`src/rtl/prog_loader.sv`:
```
// prog_loader: loads a byte stream (clk, rst low-active, start/len, byte_in/valid/ready) into imem (addr/data/we), then runs the core via cpu_rst and flags halt on done; busy/err report load status
module prog_loader #(
  parameter int MEM_DEPTH   = 1000,
  parameter int HALT_CYCLES = 4
) (
  input  logic        clk,
  input  logic        rst,
  input  logic        start,
  input  logic [15:0] len,
  input  logic [7:0]  byte_in,
  input  logic        byte_valid,
  output logic        byte_ready,
  output logic [15:0] imem_addr,
  output logic [15:0] imem_data,
  output logic        imem_we,
  output logic        cpu_rst,
  input  logic [15:0] cpu_pc,
  output logic        busy,
  output logic        done,
  output logic        err
);
  typedef enum logic [2:0] {IDLE, RX_HI, RX_LO, WRITE, RUN, HALTED} state_t;
  state_t state, state_nx;
  logic [15:0] len_q, word_cnt, prev_pc, halt_cnt;
  logic [7:0] hi, lo;
  logic legal, can_start, load_ok, xfer, pc_same, halt_hit;
  assign legal     = len != 16'd0 && len <= 16'(MEM_DEPTH);
  assign can_start = state == IDLE || state == RUN || state == HALTED;
  assign load_ok   = start && legal && can_start;
  assign xfer      = byte_valid && byte_ready;
  assign pc_same   = cpu_pc == prev_pc;
  assign halt_hit  = pc_same && halt_cnt == 16'(HALT_CYCLES - 2);
  assign imem_addr = word_cnt;
  assign imem_data = {hi, lo};
  always_comb begin
    byte_ready = state == RX_HI || state == RX_LO;
    imem_we    = state == WRITE;
    busy       = byte_ready || imem_we;
    cpu_rst    = state == RUN || state == HALTED;
    done       = state == HALTED;
    state_nx   = load_ok                   ? RX_HI :
                 (state == RX_HI && xfer)  ? RX_LO :
                 (state == RX_LO && xfer)  ? WRITE :
                 state == WRITE            ? (word_cnt == len_q - 16'd1 ? RUN : RX_HI) :
                 (state == RUN && halt_hit) ? HALTED : state;
  end
  always_ff @(posedge clk) begin
    if (!rst) begin
      state    <= IDLE;
      len_q    <= '0;
      word_cnt <= '0;
      prev_pc  <= '0;
      halt_cnt <= '0;
      hi       <= '0;
      lo       <= '0;
      err      <= 1'b0;
    end else begin
      state <= state_nx;
      if (start && can_start) err <= !legal;
      if (load_ok) begin
        len_q    <= len;
        word_cnt <= '0;
      end else if (state == WRITE && state_nx == RX_HI) begin
        word_cnt <= word_cnt + 16'd1;
      end
      if (state == RX_HI && xfer) hi <= byte_in;
      if (state == RX_LO && xfer) lo <= byte_in;
      // outside RUN the pc history is parked at 0 so the first RUN cycle compares against 0
      prev_pc  <= state == RUN ? cpu_pc : 16'd0;
      halt_cnt <= state == RUN && pc_same ? halt_cnt + 16'd1 : 16'd0;
    end
  end
endmodule

```
`config.mk`:
```
export PLATFORM = sky130hd
export DESIGN_NAME = prog_loader
export DESIGN_NICKNAME = d
export VERILOG_FILES = /design/src/rtl/prog_loader.sv
export SDC_FILE = /design/constraint.sdc
export NUM_CORES = 1
export LEC_CHECK = 0
export BUFFER_PORTS_ARGS = -buffer_cell sky130_fd_sc_hd__buf_2
export CORE_MARGIN = 3
export CORE_UTILIZATION = 40
export DETAILED_ROUTE_END_ITERATION = 8
export PLACE_DENSITY = 0.58
export SETUP_SLACK_MARGIN = 0.4
export SYNTH_ARGS = -nofsm -noshare
export SYNTH_HDL_FRONTEND = slang
export SYNTH_SLANG_ARGS = --single-unit
```
`constraint.sdc`:
```
create_clock -name clk -period 5.5 [get_ports clk]
set_input_delay 0.55 -clock clk [delete_from_list [all_inputs] [get_ports clk]]
set_output_delay 0.55 -clock clk [all_outputs]
set_load 0.005 [all_outputs]
```
# Yosys cells after proc, flatten, opt, wreduce, memory -nomap -nowiden
# Cells that the tools add are included.
op_classes:
  n_lt_le_gt_ge: 1
  n_eq_ne: 9
  bitwise_logic: 1
  n_mux: 6
  add_sub_neg: 3
  reduce_logical: 22
ops:
  columns: ["operator", "count"]
  rows:
  - ["16-bit by 1-bit adder with 16-bit output, second input constant", 2]
  - ["16-bit equality test", 2]
  - ["3-bit two-way mux", 6]
  - ["16-bit by 2-bit equality test with 1-bit output, second input constant", 1]
  - ["16-bit by 10-bit less-or-equal comparator with 1-bit output, second input constant", 1]
  - ["16-bit nonzero test", 1]
  - ["16-bit by 1-bit subtractor with 16-bit output, second input constant", 1]
  - ["1-bit logical AND", 11]
  - ["3-bit by 1-bit equality test with 1-bit output, second input constant", 2]
  - ["3-bit by 2-bit equality test with 1-bit output, second input constant", 2]
  - ["3-bit equality test, second input constant", 2]
  - ["1-bit logical OR", 5]
  - ["2-bit AND reduction", 2]
  - ["3-bit zero test", 1]
  - ["2-bit OR reduction", 1]
  - ["1-bit zero test", 1]
  - ["1-bit NOT", 1]
word_totals:
  word_cells: 50
  output_inout_bits: 38
  ff_bits: 84
  input_bits: 44

# Longest topological paths before layout
# Gate-level depths: netlist of run 1.
depth:
  depth_word: 10
  ltp_mapped: 11
  ltp_nobuf: 10

# Worst setup path before layout of run 1
# No wires, ideal clock.
synth_timing:
  path_type: "reg-to-reg"
  start: "register len_q[0]"
  end: "register word_cnt[7] (netlist: imem_addr[7])"
  t_arrival_ps: 2434
  path_buffers: 1
  slack_ps: 2994
  required_time_ps: 5428
  setup_time_ps: 72
  synth_period_minus_slack_ps: 2506
  path_stages_with_launch: 12
  cell_sequence: "dfxtp_1 -> inv_1 -> ha_1 -> nor3b_2 -> nand4_2 -> mux2_1 -> mux2i_1 -> o22ai_1 -> a21o_2 -> buf_6 -> or3_1 -> a21oi_1"
synth_via:
  elab_chain_cells: 9
synth_rtl:
  columns: ["element", "line_no", "source"]
  rows:
  - ["from (decl)", "24", "logic [15:0] len_q, word_cnt, prev_pc, halt_cnt;"]
  - ["from (signal assigned)", "61", "len_q <= len;"]
  - ["16-bit by 1-bit subtractor with 16-bit output", "44", "state == WRITE ? (word_cnt == len_q - 16'd1 ? RUN : RX_HI) :"]
  - ["16-bit equality test", "44", null]
  - ["3-bit two-way mux (2 in a row)", "44", null]
  - ["3-bit two-way mux", "43", "(state == RX_LO && xfer) ? WRITE :"]
  - ["3-bit two-way mux", "42", "(state == RX_HI && xfer) ? RX_LO :"]
  - ["3-bit two-way mux", "41", "state_nx = load_ok ? RX_HI :"]
  - ["3-bit by 1-bit equality test with 1-bit output", "63", "end else if (state == WRITE && state_nx == RX_HI) begin"]
  - ["1-bit logical AND", "63", null]
  - ["to (signal assigned)", "64", "word_cnt <= word_cnt + 16'd1;"]
  - ["to (decl)", "24", null]
# No other way between the ends.
# A chain may end at the register's enable or synchronous reset.

# Final worst setup path of run 1
layout_timing:
  start: "register len_q[0]"
  end: "register word_cnt[15] (netlist: imem_addr[15])"
# Same word-level chain as after synthesis.

==> impl_metrics.tcl, run 1 <==
set metrics [dict create \
    status "finished clean" \
    setup-violations-final 0 \
    numCtsBuffers 9 \
    num_rows 36 \
    clock-sinks 84 \
    antennaDiodeCount 0 \
    r2r_slack_ps 2480 \
    p_total_mw 1.14 \
    tightest_slew_ps 1210 \
    clockBufferDepth 2 \
    overflow 0 \
    utilization_pct 49.0 \
    hold_ws_ps 446 \
    worstHoldStart "cpu_pc[11]" \
    cp_max_fo 14 \
    drtIter0Drc 158 \
    grt_pass1_wl_um 15800 \
    grt_max_degree 47 \
    worst_ep_arrival_time_ps 3270 \
    cts-root-buf "clkbuf_8" \
    core_mm2 0.00986 \
    clk_pin_slew_ps 90 \
    reg2reg_depth 10 \
    muxShareOfSynthArea_pct 6.60 \
    synth_top_family_by_area "simple AND/OR/NAND/NOR gates" \
    power_density_mw_per_mm2 236 \
    fin_skew_ps 13.2 \
    htreeDepth 3 \
    avgSynthCellArea_um2 9.04 \
    crit_required_ps 5740 \
    slew_viol_final 0 \
    final_nets 579 \
    ys_ff_latch 84 \
    setup_ws_ps 2480 \
    holdPathEnd "prev_pc[11]$_SDFF_PN0_" \
    syn_area_mm2 0.00411 \
    p_leak_nw 2.04 \
    ys_warn_count 0 \
    final_common_cell "dfxtp_1" \
    synth-edff-count 0 \
    drt_first_pass_iters 4 \
    dpl_worst_slack_ps 2510 \
    period_share_pct 55.0 \
    async_flop_share_pct 0 \
    antenna_found_initial 0 \
    min_path_cells 2 \
    synth-simple-area-share_pct 28.7 \
    dieArea_mm2 0.0115 \
    synth_compound_area_share_pct 9.49 \
    insertion_delay_ps 350 \
    critPathLaunchType "flip-flop" \
    wl_per_cell_um 14.2 \
    worstSetupPathType "flip-flop to flip-flop" \
    synthCells 455 \
    areaGrowthSynthToFinish_pct 17.6 \
    synth-seq-area-share_pct 40.9 \
    worstReg2RegStart "len_q[0]$_SDFFE_PN0P_" \
    ys.flop_type "dfxtp_1" \
    multiInputGateArea_mm2 0.00233 \
    start_util_pct 41.7 \
    synthAdderAreaFrac_pct 1.22 \
    ant_nets 0 \
    min_path_type "primary input to flip-flop" \
    fmax_mhz 331 \
    setup-tns-final_ps 0 \
    hpwl_um 7120 \
    fp.dieH_um 107 \
    cts_setup_buffers 0 \
    gp_congestion 0.826 \
    grt_use_total_pct 17.0 \
    relSlewSlack_pct 19.1 \
    synth_nets 503 \
    vias 3448 \
    via_per_inst 5.15 \
    hold_violations 0 \
    synth.distinct_cells 59 \
    drc 0 \
    cts_hold_buffers 0 \
    cts_resized 0 \
    grt_setup_unrepaired "no" \
    fin_crit_ps 3020 \
    layout_common_cells "dfxtp_1 (84), buf_2 (81), nand2_1 (43), nor2_1 (41), xnor2_1 (27)" \
    drive_gt1_share_pct 21.6 \
    drv_cap 0 \
    cp-end-kind "flip-flop" \
    fill_cells 959 \
    ir_worst_vdd_uv 135 \
    cts_tree "yes" \
    grt_pass1_vias 3305 \
    die_w_um 107 \
    r2r_end "imem_addr[15]$_SDFFE_PP0P_" \
    wirelength_um 9530 \
    seqCellArea_mm2 0.00168 \
    ioPinCount 82 \
    io_buffers 81 \
    synth-xor-area-share_pct 10.2 \
]
==> sequential cells by signal, summed over array words and instances (netlist names) <==
signal and flops:
imem_addr 16, state 3, len_q 16, err 1, hi 8, halt_cnt 16, prev_pc 16, lo 8
==> Yosys cell counts, drive strengths merged (2+ instances only) <==
cell	number	area share, %
nor2b	25	3.8
ha	4	1.2
dfxtp	84	41
a211oi	3	0.55
and3b	2	0.43
xnor2	27	5.7
or4	4	0.73
a21boi	8	1.5
a41o	4	0.97
buf	4	0.76
a31oi	4	0.61
o211ai	2	0.36
o21ai	9	1.3
nand2	43	3.9
nand2b	7	1.1
or3	3	0.46
nand4	11	1.8
nand4b	2	0.43
inv	9	0.82
mux2i	26	6.3
o41ai	2	0.43
nor2	41	3.7
nor3b	3	0.67
nor4	10	1.9
xor2	21	4.5
nor3	7	0.97
a21oi	7	1.2
clkbuf	14	1.3
nand3b	3	0.55
nand3	14	1.7
and2	9	1.4
and3	25	3.8
==> metal layers <==
layer / global-route usage, % / share of wire, % / vias to the layer above / wire length [um]
met1: 22.0 / 48 / 1623 / 4570
met2: 27.2 / 45 / 70 / 4290
met3: 5.52 / 5.7 / 12 / 539
met4: 4.60 / 1.4 / 0 / 138
li1: - / - / 1743 / -
met5: 0 / 0 / - / 0
==> worst max-delay path by stage <==
stage	slack, ps	endpoint	start	cells after the start
5_1_grt	2240	imem_addr[15]$_SDFFE_PP0P_	len_q[0]$_SDFFE_PN0P_	10
4_1_cts	2490	imem_addr[15]$_SDFFE_PP0P_	len_q[0]$_SDFFE_PN0P_	10
2_1_floorplan	2990	imem_addr[7]$_SDFFE_PP0P_	len_q[0]$_SDFFE_PN0P_	11
6_report	2480	imem_addr[15]$_SDFFE_PP0P_	len_q[0]$_SDFFE_PN0P_	10
3_5_place_dp	2510	imem_addr[15]$_SDFFE_PP0P_	len_q[0]$_SDFFE_PN0P_	10
3_3_place_gp	2600	imem_addr[15]$_SDFFE_PP0P_	len_q[0]$_SDFFE_PN0P_	10
==> per-stage QoR <==
step / instances / cell area [um^2]
floorplan: 455 / 4110
global placement: 653 / 4630
detailed placement: 653 / 4630
CTS: 669 / 4840
global route: 669 / 4840
finish: 669 / 4840
==> critical path, stage by stage (launching register included) <==
cell	delay (ps)
dfxtp_1	400
inv_1	90
ha_1	200
nor3b_2	370
nand4_2	180
mux2_1	360
mux2i_1	140
o22ai_1	150
a21oi_2	610
nand4_1	240
mux2i_1	160
==> where the power goes <==
part	internal, mW	leakage [nW]	switching, mW	total (mW)
Combinational	0.0316	1.26	0.0339	0.0655
Clock	0.227	0.107	0.235	0.462
Sequential	0.611	0.677	0.00409	0.616
==> logic make-up (layout without fill, tap and decap cells) <==
| logic type | count (synthesis) | after routing |
|---|---|---|
| simple gates | 214 | 214 |
| flops | 84 | 84 |
| compound gates | 51 | 51 |
| xor+xnor | 48 | 48 |
| mux | 27 | 27 |
| buf+inv | 27 | 108 |
| fa+ha+maj | 4 | 4 |
==> layout make-up <==
type	instances	area share (%)
well taps	133	3.44
flip-flops and latches	84	34.8
inverters	9	0.698
multi-input cells	344	48.1
clock buffers	10	2.85
repair buffers	83	8.69
clock inverters	6	1.45
Note: power is estimated with default switching activity, not from simulation.
==> inputs of run 2 (changes only) <==
==> constraint.sdc (replaced) <==
create_clock -name clk -period 3.2 [get_ports clk]
set_input_delay 0.32 -clock clk [delete_from_list [all_inputs] [get_ports clk]]
set_output_delay 0.32 -clock clk [all_outputs]
set_load 0.005 [all_outputs]
==> run 2 against run 1 <==
Net effect: clock skew fell by 1.8 ps; critical endpoint is now imem_addr[13]$_SDFFE_PP0P_; flip-flop and latch count did not move; register-to-register slack got worse by 2000 ps; clock-buffer cell count fell by 1; sequential power rose by 72%; critical path type unchanged; sequential share of layout area fell by 0.72 points; non-clock buffer count rose by 10; cell count rose by 1.5%.
==> impl_metrics.tcl, run 2 (synthesis gave the netlist of run 1 again) <==
set metrics [dict create \
    grt_setup_unrepaired "no" \
    met2_usage_pct 28.2 \
    overflow 0 \
    drv_cap 0 \
    grt_pass1_vias 3302 \
    p_leak_nw 2.10 \
    htreeDepth 3 \
    seqCellArea_mm2 0.00168 \
    via_per_inst 5.11 \
    clockBufferDepth 2 \
    hold_violations 0 \
    grtUsageMet1_pct 23.3 \
    status "finished clean" \
    vias 3469 \
    cts_tree "yes" \
    path_cells "nor4_4, mux2i_1, a2111oi_2, o211ai_1, nor4b_4, a21oi_2, buf_4, a211oi_1, a31o_1" \
    cts_hold_buffers 0 \
    layout_common_cells "dfxtp_1 (84), buf_2 (81), nand2_1 (43), nor2_1 (41), xnor2_1 (27)" \
    crit_start "len_q[2]$_SDFFE_PN0P_" \
    grt_max_degree 46 \
    drt_first_pass_iters 6 \
    hpwl_um 7350 \
    fin_crit_ps 2680 \
    core_mm2 0.00986 \
    tightest_slew_ps 522 \
    setup-tns-final_ps 0 \
    relSlewSlack_pct 65.1 \
    p_total_mw 2.02 \
    critPathLaunchType "flip-flop" \
    worst_ep_arrival_time_ps 2990 \
    multiInputGateArea_mm2 0.00234 \
    clk_pin_slew_ps 90 \
    grt_use_total_pct 17.7 \
    drc 0 \
    antennaDiodeCount 0 \
    insertion_delay_ps 360 \
    crit_path_top_delay_cell "nor4_4" \
    crit_required_ps 3510 \
    r2r_end "imem_addr[13]$_SDFFE_PP0P_" \
    power_density_mw_per_mm2 410 \
    dieArea_mm2 0.0115 \
    min_path_type "primary input to flip-flop" \
    drive_gt1_share_pct 23.1 \
    holdPathEnd "prev_pc[12]$_SDFF_PN0_" \
    cp_max_fo 14 \
    wl_per_cell_um 14.4 \
    grt-busiest-layer "met2" \
    numCtsBuffers 9 \
    drtIter0Drc 93 \
    reg2reg_depth 9 \
    worstHoldStart "cpu_pc[12]" \
    worstReg2RegStart "len_q[2]$_SDFFE_PN0P_" \
    slew_viol_final 0 \
    final_common_cell "dfxtp_1" \
    fmax_mhz 373 \
    period_share_pct 83.8 \
    start_util_pct 41.7 \
    ant_nets 0 \
    fill_cells 983 \
    cts-root-buf "clkbuf_8" \
    num_rows 36 \
    antenna_found_initial 0 \
    fp.dieH_um 107 \
    ioPinCount 82 \
    cpPeakStageDelay_ps 440 \
    setup-violations-final 0 \
    final_nets 589 \
    die_w_um 107 \
    ir_worst_vdd_uv 226 \
    worstSetupPathType "flip-flop to flip-flop" \
    cp-end-kind "flip-flop" \
    clock-sinks 84 \
    areaGrowthSynthToFinish_pct 20.1 \
    wirelength_um 9760 \
    grt_pass1_wl_um 16300 \
    io_buffers 81 \
    gp_congestion 0.838 \
    min_path_cells 2 \
    grt.met3_usage_pct 4.44 \
    r2r_slack_ps 520 \
    fin_skew_ps 11.4 \
]
==> run 2: per-stage QoR <==
step	setup slack [ps]	hold WS (ps)	area [um^2]	cells	utilization, %
6_report	518	214	4940	679	50.1
5_1_grt	383	211	4940	679	50.1
4_1_cts	427	197	4910	677	49.8
3_5_place_dp	445	454	4690	661	47.5
3_3_place_gp	540	447	4690	661	47.5
2_1_floorplan	694	441	4110	455	-
==> run 2: how the worst max path moves through the flow <==
| stage | slack (ps) | endpoint | cells after the start |
|---|---|---|---|
| after CTS | 430 | imem_addr[11]$_SDFFE_PP0P_ | 10 |
| after global routing | 380 | imem_addr[15]$_SDFFE_PP0P_ | 10 |
| after floorplan | 690 | imem_addr[7]$_SDFFE_PP0P_ | 11 |
| final | 520 | imem_addr[13]$_SDFFE_PP0P_ | 9 |
| after global placement | 540 | imem_addr[11]$_SDFFE_PP0P_ | 10 |
| after detailed placement | 440 | imem_addr[11]$_SDFFE_PP0P_ | 10 |
==> run 2: layout make-up <==
cell class                      instances  area share, %
Clock buffer                            9           2.51
Clock inverter                          7           2.00
Inverter                                9          0.684
Multi-Input combinational cell        344           47.4
Sequential cell                        84           34.0
Tap cell                              133           3.37
Timing Repair Buffer                   93           10.0
==> run 2: power breakdown <==
part | internal (mW) | total [mW] | switching, mW
combinational | 0.0587 | 0.121 | 0.0622
sequential | 1.05 | 1.06 | 0.00545
clock | 0.445 | 0.846 | 0.401
==> run 2: critical path, delay by kind of cell (launching register included) <==
family | cells | cell delay [ps]
DFF | 1 | 410
and+or+nand+nor | 2 | 790
buffers and inverters | 1 | 200
AOI/OAI and AO/OA | 5 | 1060
muxes | 1 | 170
==> run 2: repair_timing <==
| item | in CTS | in global routing |
|---|---|---|
| setup buffers | 0 | 2 |
| hold endpoints to repair | 0 | 0 |
| gates resized for setup | 0 | 3 |
| setup endpoints to repair | 0 | 7 |
==> run 2: metal layers <==
metal / wire, um / share of wire [%]
met1: 4620 / 47
met5: 0 / 0
met2: 4400 / 45
met4: 189 / 1.9
met3: 546 / 5.6
